`src/rtl/tile_draw_ctrl.sv`:
```
// Falling-tile game sequencer: owns the tile's lane/offset, scroll timing and
// hit/miss scoring, and sequences the lane-erase and block drawers per scroll step.
module tile_draw_ctrl #(
  parameter int TICK_DIV   = 4,
  parameter int OFFSET_MAX = 39,
  parameter int HIT_MIN    = 20,
  parameter int LIVES      = 3,
  parameter int SCORE_W    = 8
) (
  input  logic               clock,
  input  logic               reset,
  input  logic               startn,
  input  logic               frame_tick,
  input  logic [3:0]         key_hit,
  input  logic               colour_line_done,
  input  logic               colour_block_done,
  output logic [2:0]         line_id,
  output logic [5:0]         offset,
  output logic               colour_line_go,
  output logic               colour_block_go,
  output logic               plot,
  output logic [2:0]         colour,
  output logic [SCORE_W-1:0] score,
  output logic [1:0]         lives,
  output logic               game_over,
  output logic [4:0]         current_st
);

  typedef enum logic [2:0] {
    S_IDLE      = 3'd0,
    S_WAIT      = 3'd1,
    S_CHECK     = 3'd2,
    S_CLEAR     = 3'd3,
    S_CLEAR_GAP = 3'd4,
    S_DRAW      = 3'd5,
    S_DRAW_GAP  = 3'd6,
    S_OVER      = 3'd7
  } state_e;

  localparam int TW = (TICK_DIV > 1) ? $clog2(TICK_DIV) : 1;
  localparam logic [TW-1:0] TICK_LAST = TW'(TICK_DIV - 1);
  localparam logic [5:0]    OFF_MAX   = 6'(OFFSET_MAX);
  localparam logic [5:0]    HIT_OFF   = 6'(HIT_MIN);
  localparam logic [1:0]    LIVES_INIT = 2'(LIVES);

  state_e             state_q, state_d;
  logic [2:0]         lane_q, lane_d;
  logic [2:0]         old_lane_q, old_lane_d;
  logic [5:0]         offset_q, offset_d;
  logic [SCORE_W-1:0] score_q, score_d;
  logic [1:0]         lives_q, lives_d;
  logic [TW-1:0]      tick_q, tick_d;
  logic               hit_q, hit_d;
  logic [3:0]         lfsr_q, lfsr_d;

  logic [2:0] spawn_lane;
  logic [1:0] key_idx;

  assign lfsr_d     = {lfsr_q[2:0], lfsr_q[3] ^ lfsr_q[2]};
  assign spawn_lane = {1'b0, lfsr_q[1:0]} + 3'd1;

  // The erase pass addresses the lane the tile just left; everything else uses the live lane.
  assign line_id = (state_q == S_CLEAR) ? old_lane_q : lane_q;
  assign key_idx = line_id[1:0] - 2'd1;

  always_comb begin
    state_d    = state_q;
    lane_d     = lane_q;
    old_lane_d = old_lane_q;
    offset_d   = offset_q;
    score_d    = score_q;
    lives_d    = lives_q;
    tick_d     = tick_q;
    hit_d      = hit_q;

    if (state_q == S_CHECK)
      hit_d = 1'b0;
    else if (state_q != S_IDLE && state_q != S_OVER && key_hit[key_idx])
      hit_d = 1'b1;

    case (state_q)
      S_IDLE, S_OVER: begin
        if (!startn) begin
          lane_d     = spawn_lane;
          old_lane_d = spawn_lane;
          offset_d   = 6'd0;
          score_d    = '0;
          lives_d    = LIVES_INIT;
          state_d    = S_CLEAR;
        end
      end
      S_WAIT: begin
        if (frame_tick) begin
          if (tick_q == TICK_LAST) begin
            tick_d  = '0;
            state_d = S_CHECK;
          end else begin
            tick_d = tick_q + 1'b1;
          end
        end
      end
      S_CHECK: begin
        state_d    = S_CLEAR;
        old_lane_d = lane_q;
        if (hit_q && offset_q >= HIT_OFF) begin
          if (score_q != '1) score_d = score_q + 1'b1;
          lane_d   = spawn_lane;
          offset_d = 6'd0;
        end else if (offset_q == OFF_MAX) begin
          if (lives_q == 2'd1) begin
            lives_d    = 2'd0;
            old_lane_d = old_lane_q;
            state_d    = S_OVER;
          end else begin
            lives_d  = lives_q - 2'd1;
            lane_d   = spawn_lane;
            offset_d = 6'd0;
          end
        end else begin
          offset_d = offset_q + 6'd1;
        end
      end
      S_CLEAR:     if (colour_line_done)  state_d = S_CLEAR_GAP;
      S_CLEAR_GAP: state_d = S_DRAW;
      S_DRAW:      if (colour_block_done) state_d = S_DRAW_GAP;
      S_DRAW_GAP:  state_d = S_WAIT;
      default:     state_d = S_IDLE;
    endcase
  end

  always_ff @(posedge clock) begin
    if (!reset) begin
      state_q    <= S_IDLE;
      lane_q     <= 3'd1;
      old_lane_q <= 3'd1;
      offset_q   <= 6'd0;
      score_q    <= '0;
      lives_q    <= LIVES_INIT;
      tick_q     <= '0;
      hit_q      <= 1'b0;
      lfsr_q     <= 4'b1001;
    end else begin
      state_q    <= state_d;
      lane_q     <= lane_d;
      old_lane_q <= old_lane_d;
      offset_q   <= offset_d;
      score_q    <= score_d;
      lives_q    <= lives_d;
      tick_q     <= tick_d;
      hit_q      <= hit_d;
      lfsr_q     <= lfsr_d;
    end
  end

  // Go strobes are decoded from state so a reset drops them on the same edge.
  assign colour_line_go  = (state_q == S_CLEAR);
  assign colour_block_go = (state_q == S_DRAW);
  assign plot   = (colour_line_go & ~colour_line_done) | (colour_block_go & ~colour_block_done);
  assign colour = (state_q == S_DRAW) ? 3'b000 : 3'b111;
  assign offset     = offset_q;
  assign score      = score_q;
  assign lives      = lives_q;
  assign game_over  = (state_q == S_OVER);
  assign current_st = {2'b00, state_q};

endmodule

```
`config.mk`:
```
export PLATFORM = sky130hd
export DESIGN_NAME = tile_draw_ctrl
export DESIGN_NICKNAME = d
export VERILOG_FILES = /design/src/rtl/tile_draw_ctrl.sv
export SDC_FILE = /design/constraint.sdc
export NUM_CORES = 1
export LEC_CHECK = 0
export ABC_AREA = 1
export CAP_MARGIN = 10
export CORE_UTILIZATION = 48
export CTS_BUF_LIST = sky130_fd_sc_hd__clkbuf_8
export DETAILED_ROUTE_END_ITERATION = 10
export PLACE_DENSITY = 0.79
export SYNTH_ARGS = -nofsm -noshare
export SYNTH_HDL_FRONTEND = slang
export SYNTH_SLANG_ARGS = --single-unit
```
`constraint.sdc`:
```
create_clock -name clock -period 1.3 [get_ports clock]
set_input_delay 0.13 -clock clock [delete_from_list [all_inputs] [get_ports clock]]
set_output_delay 0.13 -clock clock [all_outputs]
set_load 0.01 [all_outputs]
```
==> results, run 1 <==
- Dividing the final minimum period by the clock period gives 1.211.
- The cell area that synthesis handed to floorplanning was 1949 um2.
- The number of maximum-capacitance violations is 0.
- After layout, the minimum clock period comes to 1.574 ns.
- The detailed router finished its first iteration with 175 violations.
- The least setup slack across all paths after layout is -0.2744 ns.
- During I/O placement, the number of pins put on the boundary was 41.
- The final reports fail on negative setup slack.
- The overall power of the completed layout is 6.554 mW.
- The initial utilization of the core area, before any placement, comes to 0.5169.
- The detailed-route vias per instance is 5.587.
- The root buffer selected by CTS is sky130_fd_sc_hd__clkbuf_8.
- The final routed DRC violation total is 0.
- Synthesis produced a netlist whose cell count is 283.
- The largest clock skew in the final design is 0.001376 ns.
- The final count of hold timing violations is 0.
- The global-route wire length before repair is 9729 um.
- The arrival time of data at the critical path endpoint is 1.80 ns.
- The maximum number of pins on one net before global-route repair is 18.
- For the worst setup path, the data required time is 1.52 ns.
- The area growth from synthesis to layout is 62.00%.
- The total negative slack is -5.100 ns.
- The row count is 22.
- The quantity of I/O buffers inserted on ports is 38.
- The flow ran to the end, but the final reports show violations.
- The number of setup violations in the final report is 30.
- The antenna diode count is 0.
- The first detailed-routing pass ran for 5 iterations.
- The final-stage net count is 393.
- The path type of the worst min-delay path is reg -> reg.
- The routed wire length per instance is 16.15 um.
- The total routing usage reported by global routing is 0.3061.
- The number of buffers created by CTS is 5.
- The number of H-tree branching levels is 2.
- Yosys printed 0 warnings.
- The congestion estimate from routability-driven global placement came to 0.8552.
- The clock sink total is 32.
- The CTS tree is built.
- The number of pins exceeding their max-slew limit in the final report is 0.
- After clock tree synthesis, the clock-pin slew on the worst setup and hold paths is 0.08 ns.
- Setup repair after global routing could not meet its margin everywhere.
- The share of synthesized area in the top cell type comes to 0.3286.
- The worst setup path is of the reg -> reg kind.
- After routing the design area is 3158 um2.
- The worst setup path is launched from a register.
- For this run, the share of the core covered by cells in the final layout is 0.8374.
- In this run the power density over the cells is 2075 nW/um2.
- The count of nets left with antenna violations once routing finished came out at 0.
- The fraction of the yosys area taken by sequential cells is 0.3286.
- A synthesized cell averages 6.888 um2.
- The maximum fanout along the worst path is 5.
- The leakage power figure is 1.463 nW.
- The cell type contributing the most total cell area after synthesis is sky130_fd_sc_hd__dfxtp_1.
- Leaving out fill and tap cells, the most frequent cells in the layout are 49 x sky130_fd_sc_hd__nand2_1, 49 x sky130_fd_sc_hd__buf_4, 31 x sky130_fd_sc_hd__nor2_1.
- Of the cells placed in the final design, the portion with a size suffix greater than 1 is 0.4603.
- The clock insertion delay at the later pin of the skew report is 0.30 ns.
- The number of storage elements in the synthesis netlist is 32.
- The full die area is 4320 um2.
- In this run, distinct cell masters in the synthesized netlist total 30.
- After synthesis, the cell types taking the most area are sky130_fd_sc_hd__dfxtp_1 33%, sky130_fd_sc_hd__nand2_1 13%, sky130_fd_sc_hd__nor2_1 6.9%, sky130_fd_sc_hd__inv_1 5.6%, sky130_fd_sc_hd__nand3_1 5.1%.
- After floorplanning, the core was sized to cover 3771 um2.
- The critical path endpoint category is a register.
- The half-perimeter wire length of the detailed placement result is 3781 um.
- The initial antenna violation count is 0.
- The die is 65.73 um wide.
- The overall routed net length is 6878 um.
- The clock passes through at most 2 buffers.
- The total overflow left after global routing is 0.
- The worst vdd rail ir drop is 1.586 mV.
- The routed layout has 2380 vias.
- The placed instances occupy a cell area of 2723 um2.
- The number of global-route vias before repair is 2112.
- The vertical die dimension is 65.73 um.
- The peak clock frequency supported by timing is 635.2 MHz.
## per-layer routing
layer | wire [um] | global-route usage
met4 | 271 | 0.1658
met1 | 2676 | 0.3369
met3 | 544 | 0.05903
met2 | 3387 | 0.5446
met5 | 0 | 0
## power breakdown
group,switching (mW),internal [mW]
sequential,0.256,1.25
combinational,2.49,1.73
clock,0.444,0.381
total,3.19,3.36
## path summary, 6_finish.rpt
path | start | to | slack (ns) | cells after the start
setup / recovery | offset[0] | old_lane_q[1] | -0.27 | 9
hold / removal | lfsr_q[2] | lfsr_q[3] | 0.43 | 2
setup reg to reg | offset[0] | old_lane_q[1] | -0.27 | 9
hold reg to reg | lfsr_q[2] | lfsr_q[3] | 0.43 | 2
## cells by family after synthesis
kind of cell | synth area share
and+or+nand+nor | 0.3813
buffers and inverters | 0.1239
AOI/OAI and AO/OA | 0.1213
DFF | 0.3286
adders and majority gates | 0.03851
xor gates and xnor gates | 0.004494
other | 0.001924
## critical path, stage by stage, from the launching register on
cell	delay, ns
sky130_fd_sc_hd__dfxtp_4	0.36
sky130_fd_sc_hd__ha_4	0.14
sky130_fd_sc_hd__nand2_4	0.06
sky130_fd_sc_hd__inv_2	0.06
sky130_fd_sc_hd__nand4_1	0.15
sky130_fd_sc_hd__nor2_1	0.21
sky130_fd_sc_hd__nand2_2	0.16
sky130_fd_sc_hd__nand2_4	0.14
sky130_fd_sc_hd__o21ai_1	0.07
sky130_fd_sc_hd__nor2_1	0.15
## metrics by stage
step	cells	setup slack [ns]	hold slack, ns
6_report	426	-0.2744	0.4349
5_1_grt	426	-0.4301	0.4625
4_1_cts	423	-0.1439	0.4375
3_5_place_dp	403	-0.1873	0.4184
3_3_place_gp	403	-0.1410	0.4104
2_1_floorplan	284	-0.06436	0.3478
## cells in the mapped netlist
library cell,instances
sky130_fd_sc_hd__nand2_1,66
sky130_fd_sc_hd__nor2_1,36
sky130_fd_sc_hd__dfxtp_1,32
sky130_fd_sc_hd__inv_1,29
sky130_fd_sc_hd__nand3_1,20
sky130_fd_sc_hd__a21oi_1,19
sky130_fd_sc_hd__o21ai_0,19
sky130_fd_sc_hd__nand3_2,7
sky130_fd_sc_hd__ha_1,6
sky130_fd_sc_hd__inv_2,5
sky130_fd_sc_hd__nand2_4,5
sky130_fd_sc_hd__nand4_1,5
sky130_fd_sc_hd__buf_4,4
sky130_fd_sc_hd__nand2_2,4
sky130_fd_sc_hd__a21oi_2,3
sky130_fd_sc_hd__buf_6,3
sky130_fd_sc_hd__clkbuf_1,3
sky130_fd_sc_hd__inv_4,3
sky130_fd_sc_hd__nor2_2,2
sky130_fd_sc_hd__nor2_4,2
sky130_fd_sc_hd__a211oi_1,1
sky130_fd_sc_hd__buf_2,1
sky130_fd_sc_hd__buf_8,1
sky130_fd_sc_hd__conb_1,1
sky130_fd_sc_hd__nand3_4,1
sky130_fd_sc_hd__nor2_8,1
sky130_fd_sc_hd__nor3_1,1
sky130_fd_sc_hd__o211ai_1,1
sky130_fd_sc_hd__o21ai_1,1
sky130_fd_sc_hd__xor2_1,1
## final cells by class
cell class / count / area, um2
fillers: 191 / 613.1
repair buffers: 96 / 800.8
inverters: 37 / 161.4
clock inverters: 3 / 22.52
multi-input cells: 205 / 1368
clock buffers: 5 / 68.82
flip-flops and latches: 32 / 676.9
well taps: 48 / 60.06
## state kept, by name (all words and copies together) (netlist names)
name        cells
lives           2
state_q         3
tick_q          2
score           8
hit_q           1
lfsr_q          4
offset          6
old_lane_q      3
lane_q          3
## what timing repair did
action / CTS / global route
hold buffers: 0 / 0
gates cloned: 2 / 0
gates resized for setup: 105 / 38
pin swaps: 22 / 13
endpoints found under the setup margin: 54 / 36
buffers inserted: 10 / 3
(Power assumes the default switching activity.)
==> inputs of run 2 (changes only) <==
CORE_UTILIZATION = 55   (was 48)
DONT_BUFFER_PORTS = 1   (was default)
PLACE_DENSITY = 0.73   (was 0.79)
==> results, run 2 (synthesized netlist as in run 1, its figures left out) <==
- Setup repair after global routing could not meet its margin everywhere.
- The area of the core came to 3363 um2 (-11%).
- The full die area is 3787 um2 (-12%).
- The largest clock skew in the final design was 0.007284 ns (+0.005907 ns).
- The maximum number of pins on one net before global-route repair was 18 (unchanged).
- The number of pins exceeding their max-slew limit in the final report is 0 (unchanged).
- The overall routed net length is 7776 um (+13%).
- The global-route wire length before repair came to 8921 um (-8.3%).
- The total routing usage reported by global routing is 0.3311 (+0.02503).
- The flip-flop count of the largest register after layout is 8 (unchanged).
- The vertical die dimension came to 61.54 um (-6.4%).
- The multi-input combinational cell area came to 1430 um2 (+4.6%).
- The final routed DRC violation total was 0 (unchanged).
- The leftover overflow at the end of global routing is 0 (unchanged).
- The number of setup violations in the final report is 34 (+13%).
- The routed wire length per instance came to 19.34 um (+20%).
- The peak clock frequency supported by timing was 604.4 MHz (-4.8%).
- The number of buffers between clock root and the deepest sink came to 2 (unchanged).
- The fraction of power spent switching nets is 0.4876 (+0.0007915).
- The number of maximum-capacitance violations is 0 (unchanged).
- The arrival time of data at the critical path endpoint is 1.84 ns (+0.04 ns).
- The number of cells in the design after placement is 377 (-6.5%).
- The number of buffers created by CTS came to 5 (unchanged).
- The non-filler instance count after layout is 402 (-5.6%).
- In the layout the commonest cells are 60 x sky130_fd_sc_hd__buf_4, 48 x sky130_fd_sc_hd__nand2_1, 29 x sky130_fd_sc_hd__nor2_1.
- The maximum fanout along the worst path is 5 (unchanged).
- The least setup slack across all paths after layout is -0.3544 ns (-0.08006 ns).
- The number of global-route vias before repair is 2008 (-4.9%).
- The final critical-path required period is 1.654 ns (+0.08006 ns).
- The number of nets with antenna violations after detailed routing is 0 (unchanged).
- The clock transition at the registers of the reported paths is 0.07 ns (about the same).
- The initial antenna violation count is 0 (unchanged).
- The boundary pin count was 41 (unchanged).
- The combined flip-flop and latch cell area is 670.6 um2 (-0.92%).
- At the pin with the least slew margin, the transition time is 0.6696 ns.
- The kind of start point of the critical path is a register.
- The clock sink total is 32 (unchanged).
- The power density relative to cell area is 2293 nW/um2 (+10%).
- The via count came to 2346 (-1.4%).
- The commonest non-fill, non-tap cell in the layout is sky130_fd_sc_hd__buf_4.
- The final cell utilization of the core is 0.9063 (+0.06883).
- The required time reported for the critical path endpoint is 1.49 ns (-0.03 ns).
- The starting DRC count in detailed routing was 285 (+63%).
- The critical path class is reg -> reg.
- The detailed-route vias per instance was 5.836 (+4.5%).
- The clock insertion delay at the later pin of the skew report is 0.30 ns (about the same).
- The ratio of cells with drive above 1 in the final layout came to 0.5028 (+0.04249).
- The detailed-router iteration count before antenna repair is 5 (unchanged).
- The checks that failed: negative setup slack.
- The switching power is 3.408 mW (+6.8%).
- The internal power summed over all cells is 3.582 mW (+6.5%).
- The share of power burned in combinational logic is 0.631 (-0.013).
- The leakage power figure came to 1.373 nW (-6.1%).
- The row count is 21 (-4.5%).
- The worst hold path belongs to the class in -> reg.
- The horizontal die dimension was 61.54 um (-6.4%).
- The antenna diode count was 0 (unchanged).
- The worst setup path is captured at a register.
- The half-perimeter wire length of the detailed placement result was 3541 um (-6.4%).
- The flow ran to the end, but the final reports show violations.
- The worst slew margin relative to its limit is 0.5521.
- The quantity of I/O buffers inserted on ports is 0 (-100%).
- The share of power burned in registers came to 0.228 (-0.002).
- The final estimated routing congestion in global placement is 0.8029 (-6.1%).
- The fraction of the cycle the final worst path needs is 1.273 (+0.06158).
- The number of H-tree branching levels is 2 (unchanged).
- The final count of hold timing violations came to 0 (unchanged).
- The layout overhead on the synthesized area is 56.35%.
- The root buffer selected by CTS is sky130_fd_sc_hd__clkbuf_8.
- The part of the power in the clock network is 0.141 (+0.015).
- The worst vdd rail ir drop was 1.595 mV (+0.61%).
- The final-stage net count is 371 (-5.6%).
- The initial standard-cell utilization of the core is 0.5796 (+0.06269).
- The layout filler cell count is 135 (-29%).
- The CTS tree is built.
[run 2: power by group through the flow]
stage | combinational (mW) | clock (mW) | sequential, mW
after global routing | 4.76 | 1.03 | 1.61
after detailed placement | 2.75 | 0 | 1.49
after global placement | 2.67 | 0 | 1.49
final | 4.41 | 0.983 | 1.59
after floorplan | 1.94 | 0 | 1.47
after CTS | 3.39 | 0.972 | 1.51
[run 2: metrics by stage]
stage          area, um2  setup slack (ns)  hold slack [ns]  setup TNS (ns)  total power, mW
2_1_floorplan       2039          -0.06436           0.3478         -0.5275            3.407
3_3_place_gp        2445          -0.08838           0.2005          -1.139            4.160
3_5_place_dp        2445           -0.1223           0.2124          -2.060            4.243
4_1_cts             2779           -0.1206          0.08356          -2.440            5.869
5_1_grt             3048           -0.4437          0.03150          -8.642            7.401
6_report            3048           -0.3544          0.02608          -6.009            6.989
[run 2: cell type report]
type                    instances  area share
clock buffers                   5     0.02258
clock inverters                 3     0.01355
inverters                      37     0.05665
multi-input cells             205      0.4692
flip-flops and latches         32      0.2200
well taps                      46     0.01888
repair buffers                 74      0.1991
[run 2: final timing paths]
kind	slack, ns	start	to	cells past startpoint
max reg2reg	-0.35	offset[0]	old_lane_q[1]	10
min reg2reg	0.43	lfsr_q[2]	lfsr_q[3]	2
min	0.03	frame_tick	tick_q[0]	2
max	-0.35	offset[0]	old_lane_q[1]	10
[run 2: routing by layer]
layer / GRT usage / routed length (um)
met1: 0.3758 / 2861
met2: 0.5637 / 3778
met3: 0.08193 / 725
met4: 0.1905 / 411
met5: 0 / 0
[run 2: worst max-delay path, stage by stage, from the launching register on]
cell and delay, ns:
sky130_fd_sc_hd__dfxtp_4 0.37, sky130_fd_sc_hd__ha_4 0.16, sky130_fd_sc_hd__nand2_4 0.05, sky130_fd_sc_hd__inv_2 0.06, sky130_fd_sc_hd__nand4_1 0.14, sky130_fd_sc_hd__nor2_1 0.18, sky130_fd_sc_hd__nand2_2 0.15, sky130_fd_sc_hd__nand2_4 0.15
sky130_fd_sc_hd__inv_6 0.06, sky130_fd_sc_hd__nor2_2 0.13, sky130_fd_sc_hd__nor2_1 0.09
[run 2: repair_timing]
action                                 CTS  global route
cloned                                   2             0
endpoints found under the hold margin   17             0
hold buffers                             1             0
pin swaps                               27            27
gates resized for setup                 45            54
setup endpoints to repair               34            37
setup buffers                            7             7
==> inputs of run 3 (changes only) <==
CORE_MARGIN = 5   (was default)
==> results, run 3 (synthesized netlist as in run 1, its figures left out) <==
- The area of the core is 3390 um2 (+0.78%).
- The number of pins exceeding their max-slew limit in the final report is 0 (unchanged).
- The number of buffers added to fix hold violations after cts was 4 (+3).
- The ratio of cells with drive above 1 in the final layout is 0.4917 (-0.01114).
- The antenna diode count is 0 (unchanged).
- The number of setup violations in the final report was 38 (+12%).
- The final hold slack is -0.1018 ns (-0.1279 ns).
- The top cell types in the final layout, fill and taps aside, are 61 x sky130_fd_sc_hd__buf_4, 50 x sky130_fd_sc_hd__nand2_1, 29 x sky130_fd_sc_hd__nor2_1.
- The tightest min-delay check is of the in -> reg type.
- The post-route cell area is 3093 um2 (+1.5%).
- The final count of hold timing violations is 8 (+8).
- The full die area is 4835 um2 (+28%).
- The clock sink total is 32 (unchanged).
- The number of H-tree branching levels came to 2 (unchanged).
- The final reports fail on negative hold slack, negative setup slack.
- The detailed-router iteration count before antenna repair is 5 (unchanged).
- The number of maximum-capacitance violations is 0 (unchanged).
- The half-perimeter wire length of the detailed placement result is 3607 um (+1.9%).
- The number of buffers between clock root and the deepest sink was 2 (unchanged).
- The switching power is 3.542 mW (+3.9%).
- The total negative slack is -8.446 ns (-2.438 ns).
- The total routing usage reported by global routing is 0.2601 (-0.07104).
- The final critical-path required period was 1.706 ns (+0.05190 ns).
- The final-stage net count came to 375 (+1.1%).
- The post-place instance area is 2405 um2 (-1.6%).
- The number of buffers created by CTS is 5 (unchanged).
- The row count is 21 (unchanged).
- The worst slack after detailed placement was -0.1527 ns (-0.03035 ns).
- The arrival time of data at the critical path endpoint is 1.86 ns (+0.02 ns).
- The largest clock skew in the final design is 0.01073 ns (+0.003442 ns).
- The share of power burned in combinational logic came to 0.647 (+0.016).
- The worst vdd rail ir drop came to 1.364 mV (-14%).
- The peak clock frequency supported by timing came to 586.1 MHz (-3.0%).
- Setup repair after global routing could not meet its margin everywhere.
- The clock transition at the registers of the reported paths is 0.07 ns (about the same).
- The power density relative to cell area is 2386 nW/um2 (+4.1%).
- The part of the power in the clock network is 0.145 (+0.004).
- The final estimated routing congestion in global placement is 0.8915 (+11%).
- The maximum fanout along the worst path came to 5 (unchanged).
- The overall routed net length was 8862 um (+14%).
- The worst reg2reg path endpoint is old_lane_q[0].
- The critical path ends at old_lane_q[0].
- The worst setup path is launched from a register.
- The routed wire length per instance was 21.83 um (+13%).
- The CTS tree is built.
- The via count was 2561 (+9.2%).
- The final routed DRC violation total came to 0 (unchanged).
- The worst register-to-register path begins at state_q[0].
- The vertical die dimension is 69.54 um (+13%).
- From synthesis to final layout, the design area changed by 58.67%.
- The root buffer selected by CTS is sky130_fd_sc_hd__clkbuf_8.
- The fraction of the cycle the final worst path needs came to 1.313 (+0.03992).
- The global-route wire length before repair is 10180 um (+14%).
- The fraction of power spent switching nets is 0.4799 (-0.007683).
- The leakage power figure is 1.369 nW (-0.32%).
- The setup slack on the worst flop-to-flop path is -0.41 ns (-0.05 ns).
- The starting DRC count in detailed routing was 467 (+64%).
- The least setup slack across all paths after layout is -0.4063 ns (-0.05190 ns).
- The clock insertion delay at the later pin of the skew report is 0.29 ns (about the same).
- The timing startpoint of the critical path is state_q[0].
- The horizontal die dimension is 69.54 um (+13%).
- The share of power burned in registers is 0.208 (-0.020).
- The initial antenna violation count is 0 (unchanged).
- The initial standard-cell utilization of the core is 0.5751 (-0.004493).
- The number of cells on the worst reg-to-reg path is 11 (+1).
- STA classifies the critical path endpoint as a register.
- The detailed-route vias per instance is 6.308 (+8.1%).
- The internal power summed over all cells is 3.839 mW (+7.2%).
- The flip-flop count of the largest register after layout was 8 (unchanged).
- The run finished, with violations left.
- The leftover overflow at the end of global routing was 0 (unchanged).
- The critical path class is reg -> reg.
- The number of nets with antenna violations after detailed routing came to 0 (unchanged).
- The required time reported for the critical path endpoint came to 1.46 ns (-0.03 ns).
- The boundary pin count came to 41 (unchanged).
- The quantity of I/O buffers inserted on ports is 0 (unchanged).
- The maximum number of pins on one net before global-route repair is 19 (+1).
- The commonest non-fill, non-tap cell in the layout is sky130_fd_sc_hd__buf_4.
- The layout filler cell count is 132 (-2.2%).
- The number of global-route vias before repair is 2162 (+7.7%).
run 3: cell count changes in the layout (fill, tap and decap cells not counted), moves of 3 or more:
| cell | delta |
|---|---|
| sky130_fd_sc_hd__buf_12 | +3 |
| sky130_fd_sc_hd__buf_6 | -3 |
| sky130_fd_sc_hd__dlygate4sd3_1 | +3 |
| sky130_fd_sc_hd__nor2_2 | +3 |
| sky130_fd_sc_hd__a21oi_1 | -3 |
| sky130_fd_sc_hd__a21oi_2 | +3 |
| sky130_fd_sc_hd__nor2_4 | -3 |
run 3: what timing repair did:
item	CTS	global route
cloned	2	0
setup buffers	13	10
setup endpoints to repair	34	36
pin swaps	18	19
resized for setup	42	45
hold endpoints to repair	18	12
run 3: critical path: stages, from the launching register on:
cell and delay, ns:
sky130_fd_sc_hd__dfxtp_4 0.36, sky130_fd_sc_hd__buf_12 0.14, sky130_fd_sc_hd__inv_4 0.07, sky130_fd_sc_hd__nand3_4 0.14, sky130_fd_sc_hd__inv_6 0.13, sky130_fd_sc_hd__nand2_4 0.10
sky130_fd_sc_hd__inv_2 0.11, sky130_fd_sc_hd__nand2_4 0.08, sky130_fd_sc_hd__nand2_4 0.10, sky130_fd_sc_hd__inv_2 0.07, sky130_fd_sc_hd__nand2_1 0.13, sky130_fd_sc_hd__nand3_1 0.11
run 3: power by group through the flow:
stage                     clock network, mW  registers (mW)  logic, mW
final                                  1.07            1.53       4.77
after global routing                   1.13            1.55       4.96
after CTS                              1.06            1.48       3.62
after detailed placement                  0            1.51       2.68
after global placement                    0            1.50       2.61
after floorplan                           0            1.47       1.94
run 3: through the flow:
stage / instances / util / power (mW)
floorplan: 284 / - / 3.407
global placement: 370 / 0.7095 / 4.109
detailed placement: 370 / 0.7095 / 4.190
CTS: 397 / 0.8405 / 6.164
global route: 406 / 0.9125 / 7.638
finish: 406 / 0.9125 / 7.381
run 3: worst min path at each step:
stage | start | end | slack, ns | depth (start not counted)
3_5_place_dp | reset | lfsr_q[3] | 0.21 | 1
6_report | reset | lives[0] | -0.10 | 1
3_3_place_gp | reset | lfsr_q[3] | 0.20 | 1
5_1_grt | reset | lives[0] | -0.10 | 1
4_1_cts | reset | lives[1] | -0.08 | 1
2_1_floorplan | frame_tick | tick_q[0] | 0.35 | 2
run 3: per-layer routing:
layer	wire length, um	track usage	share of wire	vias to the layer above
met5	0	0	0	-
li1	-	-	-	1053
met1	3111	0.2967	0.35	1186
met2	4089	0.4375	0.46	248
met4	747	0.1367	0.084	0
met3	914	0.07391	0.10	74
run 3: area by class of cell:
cell class | instances | area, um2 | area share
Clock buffer | 7 | 96.34 | 0.03115
Timing Repair Buffer | 78 | 670.6 | 0.2168
Inverter | 37 | 162.7 | 0.05259
Sequential cell | 32 | 668.1 | 0.2160
Multi-Input combinational cell | 205 | 1408 | 0.4551
Tap cell | 46 | 57.56 | 0.01861
Clock inverter | 1 | 30.03 | 0.009709
